**src/rtl/ehl_cg_ctrl_pkg.sv**
```systemverilog
// Shared types for the clock-gate controller: FSM encoding and counter sizing.
package ehl_cg_ctrl_pkg;

    typedef enum logic [1:0] {
        ST_OFF  = 2'd0,
        ST_WAKE = 2'd1,
        ST_ON   = 2'd2,
        ST_HOLD = 2'd3
    } cg_state_t;

    localparam int STATS_W = 16;

    // Bits needed to hold a down-counter loaded with (n-1); never below one bit.
    function automatic int cnt_w(input int n);
        return (n < 2) ? 1 : $clog2(n);
    endfunction

endpackage

```
**src/rtl/ehl_cg_ctrl_if.sv**
```systemverilog
// Requester/gate bundle of the clock-gate controller; master = requester side, slave = controller.
interface ehl_cg_ctrl_if #(
    parameter int REQ_NUM = 4,
    parameter int IDLE_W  = 8
);
    logic [REQ_NUM-1:0] req_i;
    logic [REQ_NUM-1:0] ack_o;
    logic [IDLE_W-1:0]  idle_cycles_i;
    logic               test_en_i;
    logic               cg_en_o;
    logic               gclk_o;
    logic               busy_o;

    modport master (
        output req_i, idle_cycles_i, test_en_i,
        input  ack_o, cg_en_o, gclk_o, busy_o
    );

    modport slave (
        input  req_i, idle_cycles_i, test_en_i,
        output ack_o, cg_en_o, gclk_o, busy_o
    );
endinterface

```
**src/rtl/ehl_cg.sv**
```systemverilog
// Glitch-free clock gate: enable captured while clk is low, so gclk pulses are never truncated.
// TECHNOLOGY 0 = transparent-low latch, otherwise a falling-edge flop equivalent.
module ehl_cg #(
    parameter int TECHNOLOGY = 0
) (
    input  logic clk,
    input  logic reset_n,
    input  logic en,
    output logic gclk
);
    logic en_lat;

    generate
        if (TECHNOLOGY == 0) begin : g_latch
            always_latch begin
                if (!reset_n)
                    en_lat <= 1'b0;
                else if (!clk)
                    en_lat <= en;
            end
        end else begin : g_negflop
            always_ff @(negedge clk or negedge reset_n) begin
                if (!reset_n)
                    en_lat <= 1'b0;
                else
                    en_lat <= en;
            end
        end
    endgenerate

    assign gclk = clk & en_lat;

endmodule

```
**src/rtl/ehl_cg_ctrl.sv**
```systemverilog
// Shared gated-clock branch controller: wake delay WAKE_CYCLES before ack, programmable idle hold-off.
// Requests are levels (no backpressure); EHL_CG_CTRL_STATS_EN adds the wake_cnt_o wake-up counter.
module ehl_cg_ctrl
    import ehl_cg_ctrl_pkg::*;
#(
    parameter int TECHNOLOGY  = 0,
    parameter int REQ_NUM     = 4,
    parameter int IDLE_W      = 8,
    parameter int WAKE_CYCLES = 2
) (
    input  logic                clk,
    input  logic                reset_n,
    ehl_cg_ctrl_if.slave        cg_if
`ifdef EHL_CG_CTRL_STATS_EN
    ,
    output logic [STATS_W-1:0]  wake_cnt_o
`endif
);
    localparam int                WAKE_W    = cnt_w(WAKE_CYCLES);
    localparam logic [WAKE_W-1:0] WAKE_LOAD = WAKE_W'(WAKE_CYCLES - 1);

    cg_state_t          state;
    logic [WAKE_W-1:0]  wake_cnt;
    logic [IDLE_W-1:0]  idle_cnt;
    logic [REQ_NUM-1:0] ack_q;
    logic               cg_en_q;
    logic               busy_q;
    logic               any_req;

    assign any_req = |cg_if.req_i;

    always_ff @(posedge clk or negedge reset_n) begin
        if (!reset_n) begin
            state    <= ST_OFF;
            wake_cnt <= '0;
            idle_cnt <= '0;
            ack_q    <= '0;
            cg_en_q  <= 1'b0;
            busy_q   <= 1'b0;
        end else begin
            case (state)
                ST_OFF: begin
                    ack_q <= '0;
                    if (any_req) begin
                        state    <= ST_WAKE;
                        wake_cnt <= WAKE_LOAD;
                        cg_en_q  <= 1'b1;
                        busy_q   <= 1'b1;
                    end
                end
                ST_WAKE: begin
                    // Completes even if the request vanished; ON then sees no request.
                    if (wake_cnt == '0) begin
                        state <= ST_ON;
                        ack_q <= cg_if.req_i;
                    end else begin
                        wake_cnt <= wake_cnt - WAKE_W'(1);
                    end
                end
                ST_ON: begin
                    ack_q <= cg_if.req_i;
                    if (!any_req) begin
                        if (cg_if.idle_cycles_i == '0) begin
                            state   <= ST_OFF;
                            cg_en_q <= 1'b0;
                            busy_q  <= 1'b0;
                        end else begin
                            state    <= ST_HOLD;
                            idle_cnt <= cg_if.idle_cycles_i - IDLE_W'(1);
                        end
                    end
                end
                ST_HOLD: begin
                    ack_q <= '0;
                    // A new request wins over expiry; clock is still running so no wake delay.
                    if (any_req) begin
                        state <= ST_ON;
                    end else if (idle_cnt == '0) begin
                        state   <= ST_OFF;
                        cg_en_q <= 1'b0;
                        busy_q  <= 1'b0;
                    end else begin
                        idle_cnt <= idle_cnt - IDLE_W'(1);
                    end
                end
                default: begin
                    state   <= ST_OFF;
                    ack_q   <= '0;
                    cg_en_q <= 1'b0;
                    busy_q  <= 1'b0;
                end
            endcase
        end
    end

    assign cg_if.ack_o   = ack_q;
    assign cg_if.cg_en_o = cg_en_q;
    assign cg_if.busy_o  = busy_q;

    // Scan enable opens the gate without disturbing the FSM.
    ehl_cg #(
        .TECHNOLOGY (TECHNOLOGY)
    ) u_cg (
        .clk     (clk),
        .reset_n (reset_n),
        .en      (cg_en_q | cg_if.test_en_i),
        .gclk    (cg_if.gclk_o)
    );

`ifdef EHL_CG_CTRL_STATS_EN
    logic [STATS_W-1:0] wake_cnt_q;

    always_ff @(posedge clk or negedge reset_n) begin
        if (!reset_n)
            wake_cnt_q <= '0;
        else if (state == ST_OFF && any_req && wake_cnt_q != 16'hFFFF)
            wake_cnt_q <= wake_cnt_q + 16'd1;
    end

    assign wake_cnt_o = wake_cnt_q;
`endif

endmodule

```
**src/flat_wrapper.sv**
```systemverilog
// flat-port wrapper written by rule: the top's interface ports become plain ports
module ehl_cg_ctrl_flat import ehl_cg_ctrl_pkg::*;
#(
    parameter int TECHNOLOGY  = 0,
    parameter int REQ_NUM     = 4,
    parameter int IDLE_W      = 8,
    parameter int WAKE_CYCLES = 2
)
  (clk, reset_n, cg_if_req_i, cg_if_idle_cycles_i, cg_if_test_en_i, cg_if_ack_o, cg_if_cg_en_o, cg_if_gclk_o, cg_if_busy_o);
  ehl_cg_ctrl_if #(.REQ_NUM(REQ_NUM), .IDLE_W(IDLE_W)) cg_if_i ();
  input  logic clk;
  input  logic reset_n;
  input wire logic [$bits(cg_if_i.req_i)-1:0] cg_if_req_i;
  input wire logic [$bits(cg_if_i.idle_cycles_i)-1:0] cg_if_idle_cycles_i;
  input wire logic [$bits(cg_if_i.test_en_i)-1:0] cg_if_test_en_i;
  output wire logic [$bits(cg_if_i.ack_o)-1:0] cg_if_ack_o;
  output wire logic [$bits(cg_if_i.cg_en_o)-1:0] cg_if_cg_en_o;
  output wire logic [$bits(cg_if_i.gclk_o)-1:0] cg_if_gclk_o;
  output wire logic [$bits(cg_if_i.busy_o)-1:0] cg_if_busy_o;
  assign cg_if_i.req_i = cg_if_req_i;
  assign cg_if_i.idle_cycles_i = cg_if_idle_cycles_i;
  assign cg_if_i.test_en_i = cg_if_test_en_i;
  assign cg_if_ack_o = cg_if_i.ack_o;
  assign cg_if_cg_en_o = cg_if_i.cg_en_o;
  assign cg_if_gclk_o = cg_if_i.gclk_o;
  assign cg_if_busy_o = cg_if_i.busy_o;
  ehl_cg_ctrl #(.TECHNOLOGY(TECHNOLOGY), .REQ_NUM(REQ_NUM), .IDLE_W(IDLE_W), .WAKE_CYCLES(WAKE_CYCLES)) u_core (.clk(clk), .reset_n(reset_n), .cg_if(cg_if_i));
endmodule
```
**config.mk**
```make
export PLATFORM = sky130hd
export DESIGN_NAME = ehl_cg_ctrl_flat
export DESIGN_NICKNAME = d
export VERILOG_FILES = /design/src/rtl/ehl_cg_ctrl_pkg.sv /design/src/rtl/ehl_cg_ctrl_if.sv /design/src/rtl/ehl_cg.sv /design/src/rtl/ehl_cg_ctrl.sv /design/src/flat_wrapper.sv
export SDC_FILE = /design/constraint.sdc
export NUM_CORES = 1
export LEC_CHECK = 0
export BUFFER_PORTS_ARGS = -buffer_cell sky130_fd_sc_hd__buf_2
export CORE_ASPECT_RATIO = 1.2
export CORE_UTILIZATION = 30
export DETAILED_ROUTE_END_ITERATION = 6
export MAX_ROUTING_LAYER = met4
export SLEW_MARGIN = 20
export SYNTH_ARGS = -nofsm -noshare
export SYNTH_HDL_FRONTEND = slang
export SYNTH_HIERARCHICAL = 1
export SYNTH_SLANG_ARGS = --single-unit
export TNS_END_PERCENT = 100
```
**constraint.sdc**
```tcl
create_clock -name clk -period 2.9 [get_ports clk]
set_input_delay 0.145 -clock clk [delete_from_list [all_inputs] [get_ports clk]]
set_output_delay 0.145 -clock clk [all_outputs]
set_load 0.005 [all_outputs]
```
; ---- Word level (Yosys, flattened, before mapping)
; Index checks and enable logic that the tools add are counted.
[classes]
addsub = 3
eq_ne = 12
muxes = 26
bitwise_logic = 2
reduce_logical = 12
[op_table]
columns = cell, count
row1 = two-way mux 8 bit, 4
row2 = logical NOT 8 bit, 2
row3 = one-hot mux 8 bit (2 select lines), 1
row4 = "subtractor 8 x 1 -> 8 bit, second input constant", 2
row5 = two-way mux 2 bit, 6
row6 = one-hot mux 4 bit (3 select lines), 1
row7 = two-way mux 1 bit, 10
row8 = "!= test 2 bit, second input constant", 5
row9 = one-hot mux 2 bit (4 select lines), 1
row10 = "!= test 2 x 1 -> 1 bit, second input constant", 3
row11 = AND reduction 6 bit, 1
row12 = AND reduction 5 bit, 1
row13 = "== test 2 bit, second input constant", 2
row14 = two-way mux 4 bit, 1
row15 = AND reduction 4 bit, 1
row16 = nonzero test 2 bit, 2
row17 = OR reduction 4 bit, 1
row18 = "!= test 3 x 1 -> 1 bit, second input constant", 1
row19 = one-hot mux 1 bit (3 select lines), 1
row20 = nonzero test 3 bit, 1
row21 = "== test 2 x 1 -> 1 bit, second input constant", 1
row22 = logical NOT 2 bit, 1
row23 = one-hot mux 1 bit (2 select lines), 1
row24 = AND reduction 2 bit, 1
row25 = 4 further kinds, 4
[word_totals]
register_bits = 16
latchBits = 1
in_bits = 15
out_inout_bits = 7
wordCells = 61

; ---- Longest topological paths before layout
; Gate-level depths: netlist of run 1.
[logic_depth]
ltp_word = 4
depth_mapped = 11
mapped_depth_nobuf = 8

; ---- Hierarchy
; The synthesis of run 1 kept the hierarchy.
[modules_own_cells]
columns = mod, n_inst, cells_per_inst, area_per_inst_um2, seq_area_each_um2
row1 = ehl_cg_ctrl, 1, 140, 1248.7, 400.4
row2 = ehl_cg, 1, 4, 31.3, 0.0

==> impl_metrics.csv, run 1 <==
group,metric,value,unit
status,status,"finished, final reports clean",
timing,setup_tns,0,ns
drt,drt_iter0_drc,54,
global_routing,grt_util_met3,5.11,%
global_routing,busiest_layer,"met2",
drt,dr.pass1.iters,4,
logic_synthesis,ys.flop_type,"dfrtp_1",
power,cellPowerDensity,960,nW/um^2
timing,worstMarginPinSlew,0.546,ns
timing,clock_skew,0.105,ns
floorplan,initial_core_util,32.0,%
drt,wire_per_inst,14.2,um
final_layout,post-route-util,39.1,%
logic_synthesis,ys_warn_count,6,
setup_path,r2r_end,"u_core/u_cg/en_lat$_DLATCH_P_",
setup_path,reg2reg_slack,0.57,ns
drt,drt_wl_total,3.22,mm
setup_path,start_kind,"latch",
place,dp_hpwl,2.36,mm
worst_hold_path,worstHoldPathCells,3,
final_layout,syn_to_final_growth,22.3,%
drt,vias,1163,
final_layout,layout.nets,195,
global_routing,grt_remaining_overflow,0,
timing,final_hold_viol_count,0,
place,portBuffers,21,
worst_hold_path,min_delay_worst_endpoint,"u_core/cg_if.ack_o[2]$_DFFE_PN0N_",
setup_path,critPathMaxFanout,1,
clock_network,clk_latency,0.35,ns
logic_synthesis,synth_edf_count,0,
logic_synthesis,yosys.area_share.adder,6.84,%
timing,fin_hold_ws,0.0753,ns
power,p_leak,0.653,nW
place,place.gp.congestion,0.904,
floorplan,core,4000,sq um
final_layout,drive_gt1_share,23.3,%
global_routing,grt_pass1_wl,5.33,mm
setup_path,critPathLaunch,"u_core/u_cg/en_lat$_DLATCH_P_",
global_routing,grtUsageMet1,21.5,%
logic_synthesis,synth_seq_cells,17,
floorplan,die_x,61.6,um
setup_path,required,2.76,ns
floorplan,dieArea,4530,sq um
logic_synthesis,synthMuxAreaShare,4.11,%
timing,slew_violations,0,
logic_synthesis,synth-compound-area-share,24.2,%
global_routing,grt_pass1_vias,1140,
power,peakVddDrop,331,uV
setup_path,crit_type,"latch2out",
timing,setup_violations,0,
setup_path,reg2reg_from,"u_core/cg_if.busy_o$_DFFE_PN0P_",
timing,rsz0062_at_grt,"false",
global_routing,grt_max_degree,18,
logic_synthesis,synth_xor_area_share,2.05,%
logic_synthesis,netlist_instances,144,
global_routing,antenna_found_initial,0,
clock_network,path_clk_slew,0.06,ns
logic_synthesis,synth_area_per_cell,8.89,sq um
drt,drc,0,
global_routing,track_usage,16.8,%
timing,fin_ws,0.519,ns
place,dp_slack,0.643,ns
logic_synthesis,yosysUniqueCellTypes,46,
logic_synthesis,postSynth.asyncResetShare,94.1,%
clock_network,cts_tree,"done",
floorplan,io_pins,22,
worst_hold_path,hp-class,"in2reg",
final_layout,n_antenna_cell,0,
drt,ant_nets,0,
floorplan,num_rows,25,
logic_synthesis,syn-cell-area,1280,sq um
global_routing,grtUsageMet2,23.5,%
logic_synthesis,synthSimpleGateAreaFrac,25.7,%
logic_synthesis,synth_top_family_by_area,"simple AND/OR/NAND/NOR gates",
floorplan,die_h,73.6,um
power,power.total,1.50,mW
setup_path,reg2reg_depth,2,
logic_synthesis,syn-num-nets,166,
setup_path,cp.arrival,2.24,ns
job,maxCapViolCount,0,
worst_hold_path,min_from,"cg_if_req_i[2]",
timing,max_slew_margin,63.3,%
drt,vias_per_cell,5.15,
setup_path,cp-end-kind,"primary output",
==> where the power goes <==
| group | switching, mW | leakage (nW) | internal, mW |
|---|---|---|---|
| Combinational | 0.400 | 0.392 | 0.316 |
| Sequential | 0.121 | 0.199 | 0.334 |
| Clock | 0.107 | 0.0613 | 0.224 |
==> cell families (layout without fill, tap and decap cells) <==
group,count (synthesis),in the layout
DFF,16,16
xor gates and xnor gates,3,3
AOI/OAI and AO/OA,46,46
adders and majority gates,7,7
latches,1,1
muxes,5,5
buffers and inverters,12,40
and+or+nand+nor,54,54
==> state kept, by name (all words and copies together) (netlist names) <==
name,cells
u_core/idle_cnt,8
u_core/state,2
u_core/cg_if.ack_o,4
u_core/cg_if.busy_o,1
u_core/u_cg/en_lat,1
u_core/wake_cnt,1
==> layer usage <==
layer | part of all wire [%] | up-vias
met3 | 3.2 | 4
met4 | 1.1 | 0
met1 | 46 | 543
met5 | 0 | -
li1 | - | 594
met2 | 50 | 22
==> cell usage after synthesis, types with 2 or more instances <==
master    instances  area (sq um)
nand2_1          20          75.1
dfrtp_1          16           400
o21ai_0          14          70.1
a21oi_1          10          50.1
ha_1              7          87.6
inv_1             5          18.8
nor3_1            5          25.0
a21o_1            4          30.0
nand3_1           4          20.0
a31oi_1           3          18.8
and2_1            3          18.8
mux2i_1           3          30.0
nor2_1            3          11.3
nor3b_1           3          22.5
nor4_1            3          18.8
xnor2_1           3          26.3
a211oi_1          2          15.0
a22oi_1           2          15.0
and3_1            2          12.5
buf_2             2          10.0
clkbuf_1          2          7.51
mux2_1            2          22.5
nor4_2            2          25.0
o22ai_1           2          12.5
==> repair_timing <==
| action | 4_1_cts | 5_1_grt |
|---|---|---|
| resized for setup | 0 | 0 |
| hold buffers | 3 | 0 |
| endpoints found under the hold margin | 17 | 0 |
| setup buffers | 0 | 0 |
==> critical path, cell delays in order (launching register included) <==
cell     delay (ns)
dlxtp_1        0.26
and2_1         0.13
buf_2          0.12
==> layout make-up <==
cell class	count	area, sq um
clock buffer	9	105
fill	440	2440
inverter	5	18.8
multi-input combinational	115	806
sequential	17	415
tap	54	67.6
timing repair buffer	26	153
==> layout by cell type, fill, tap and decap left out, types with 4 or more instances in the layout <==
master / synthesis / final
a21o_1: 4 / 4
a21oi_1: 10 / 10
buf_2: 2 / 21
clkbuf_8: 0 / 7
dfrtp_1: 16 / 16
ha_1: 7 / 7
inv_1: 5 / 5
nand2_1: 20 / 20
nand3_1: 4 / 4
nor3_1: 5 / 5
o21ai_0: 14 / 14
==> through the flow <==
step,cells,instance area [sq um]
finish,226,1570
global route,226,1570
CTS,226,1570
detailed placement,215,1440
global placement,215,1440
floorplan,144,1280
==> worst max path at each step <==
stage / end / slack (ns)
3_3_place_gp: u_core/u_cg/en_lat$_DLATCH_P_ / 0.67
3_5_place_dp: u_core/idle_cnt[4]$_DFFE_PN0P_ / 0.64
4_1_cts: cg_if_gclk_o / 0.51
2_1_floorplan: u_core/idle_cnt[4]$_DFFE_PN0P_ / 0.26
6_report: cg_if_gclk_o / 0.52
5_1_grt: u_core/idle_cnt[4]$_DFFE_PN0P_ / 0.47
No activity file was read; power rests on OpenSTA's default activity.
==> inputs of run 2 (changes only) <==
clock period = 2 ns   (was 2.9 ns; I/O delays follow)
==> run 2 against run 1 <==
  * Sequential power up 50%
  * Core utilization rose by 3.7 points
  * Sequential share of layout area shrank 2.2 points
  * Combinational power up 72%
  * Largest cell class unchanged
  * Largest power group unchanged
==> impl_metrics.csv, run 2 (same netlist as run 1, synthesis figures left out) <==
group,metric,value,unit
status,status,"finished, final reports clean",
timing,final_hold_viol_count,0,
drt,drc,0,
floorplan,num_rows,25,
setup_path,cpMaxStageDelayCell,"dfrtp_2",
power,power.total,2.45,mW
floorplan,dieArea,4530,sq um
timing,clock_skew,0.109,ns
power,p_leak,0.717,nW
clock_network,clk_latency,0.36,ns
drt,ant_nets,0,
floorplan,initial_core_util,32.0,%
final_layout,drive_gt1_share,32.6,%
setup_path,reg2reg_slack,0.05,ns
power,power.internal,1.44,mW
setup_path,critPathMaxStageDelay,0.46,ns
timing,period_share,97.3,%
place,portBuffers,21,
global_routing,grt_pass1_vias,1359,
setup_path,crit_type,"reg2reg",
timing,max_slew_margin,66.2,%
power,pwr-share-seq,27.9,%
setup_path,r2r_end,"u_core/idle_cnt[7]$_DFFE_PN0P_",
worst_hold_path,hp-class,"in2reg",
global_routing,grtUsageMet1,20.7,%
drt,dr.pass1.iters,4,
power,switchingPower,1.01,mW
setup_path,crit_family,"simple AND/OR/NAND/NOR gates",
floorplan,io_pins,22,
global_routing,grt_util_met3,7.22,%
power,peakVddDrop,631,uV
clock_network,post-cts-setup-buffers,0,
place,dp_slack,0.0412,ns
final_layout,layout_commonest_cell,"buf_2",
timing,fmax,514,MHz
power,cellPowerDensity,1430,nW/um^2
timing,slew_violations,0,
setup_path,cp.arrival,2.20,ns
clock_network,path_clk_slew,0.07,ns
setup_path,critPathMaxFanout,9,
power,p_clk_share,22.1,%
global_routing,grt_pass1_wl,5.95,mm
timing,fin_ws,0.0544,ns
worst_hold_path,min_delay_worst_endpoint,"u_core/cg_if.ack_o[3]$_DFFE_PN0N_",
drt,vias_per_cell,5.32,
setup_path,reg2reg_from,"u_core/state[0]$_DFFE_PN0P_",
floorplan,die_h,73.6,um
place,dp_hpwl,2.73,mm
global_routing,grtUsageMet2,28.6,%
setup_path,cp-end-kind,"flop",
final_layout,layout.nets,206,
drt,vias,1267,
global_routing,antenna_found_initial,0,
final_layout,largest_reg_flops,8,
worst_hold_path,min_from,"cg_if_req_i[3]",
timing,setup_violations,0,
clock_network,cts_tree,"done",
final_layout,regMostFlops,"u_core/idle_cnt",
place,place.gp.congestion,0.948,
timing,period_minus_slack,1.95,ns
floorplan,die_x,61.6,um
floorplan,core,4000,sq um
job,maxCapViolCount,0,
timing,fin_hold_ws,0.0234,ns
setup_path,reg2reg_depth,6,
global_routing,track_usage,18.6,%
global_routing,grt_remaining_overflow,0,
setup_path,path_cells,"ha_4, nor4_1, nor2_1, nor4b_1, nor3_1, a21o_1",
drt,drt_iter0_drc,94,
global_routing,grt_max_degree,18,
drt,wire_per_inst,15.4,um
setup_path,cp_num_buf_inv,0,
drt,drt_wl_total,3.65,mm
setup_path,start_kind,"flop",
global_routing,busiest_layer,"met2",
setup_path,required,2.25,ns
power,combPwrFrac,50.0,%
timing,worstMarginPinSlew,0.506,ns
worst_hold_path,worstHoldPathCells,3,
final_layout,syn_to_final_growth,33.9,%
final_layout,layout_common_cells,"21 x buf_2, 20 x nand2_1, 15 x buf_4",
final_layout,n_antenna_cell,0,
power,swShare,41.1,%
-- run 2: power groups by stage --
| stage | clock [mW] | combinational [mW] | sequential (mW) |
|---|---|---|---|
| final | 0.540 | 1.23 | 0.683 |
| after global routing | 0.582 | 1.37 | 0.702 |
| after CTS | 0.558 | 1.16 | 0.671 |
| after detailed placement | 0.0212 | 1.15 | 0.676 |
| after global placement | 0.0212 | 1.13 | 0.660 |
| after floorplan | 0.0132 | 0.855 | 0.641 |
-- run 2: worst max path at each step --
stage / endpoint / from / cells after the start
final: u_core/idle_cnt[7]$_DFFE_PN0P_ / u_core/state[0]$_DFFE_PN0P_ / 6
after global routing: u_core/idle_cnt[4]$_DFFE_PN0P_ / u_core/state[0]$_DFFE_PN0P_ / 7
after CTS: u_core/idle_cnt[4]$_DFFE_PN0P_ / u_core/state[1]$_DFFE_PN0P_ / 7
after detailed placement: u_core/idle_cnt[4]$_DFFE_PN0P_ / u_core/state[1]$_DFFE_PN0P_ / 7
after global placement: u_core/idle_cnt[4]$_DFFE_PN0P_ / u_core/state[1]$_DFFE_PN0P_ / 7
after floorplan: u_core/idle_cnt[4]$_DFFE_PN0P_ / u_core/state[1]$_DFFE_PN0P_ / 10
-- run 2: repair_timing --
action / 4_1_cts / 5_1_grt
endpoints found under the setup margin: 0 / 2
gates resized for setup: 0 / 5
endpoints found under the hold margin: 17 / 0
hold buffers: 2 / 0
-- run 2: tightest hold or removal path: stages --
cell	delay [ns]
buf_2	0.12
nand2_1	0.05
o21ai_0	0.06
-- run 2: metal layers --
metal | wire, um | vias to the layer above
met5 | 0 | -
met4 | 78 | 0
met3 | 210 | 9
met2 | 1850 | 42
met1 | 1510 | 602
li1 | - | 614
-- run 2: area by class of cell --
| cell class | instances | area, sq um |
|---|---|---|
| Fill cell | 409 | 2290 |
| Multi-Input combinational cell | 115 | 858 |
| Sequential cell | 17 | 418 |
| Timing Repair Buffer | 37 | 233 |
| Clock buffer | 10 | 119 |
| Tap cell | 54 | 67.6 |
| Inverter | 5 | 18.8 |
-- run 2: stage by stage --
step / util, % / area, sq um / std cells / setup TNS [ns]
after global placement: 38.8 / 1550 / 227 / 0
final: 42.8 / 1710 / 238 / 0
after detailed placement: 38.8 / 1550 / 227 / 0
after CTS: 42.1 / 1690 / 238 / 0
after floorplan: - / 1330 / 144 / -0.0776
after global routing: 42.8 / 1710 / 238 / -0.0380
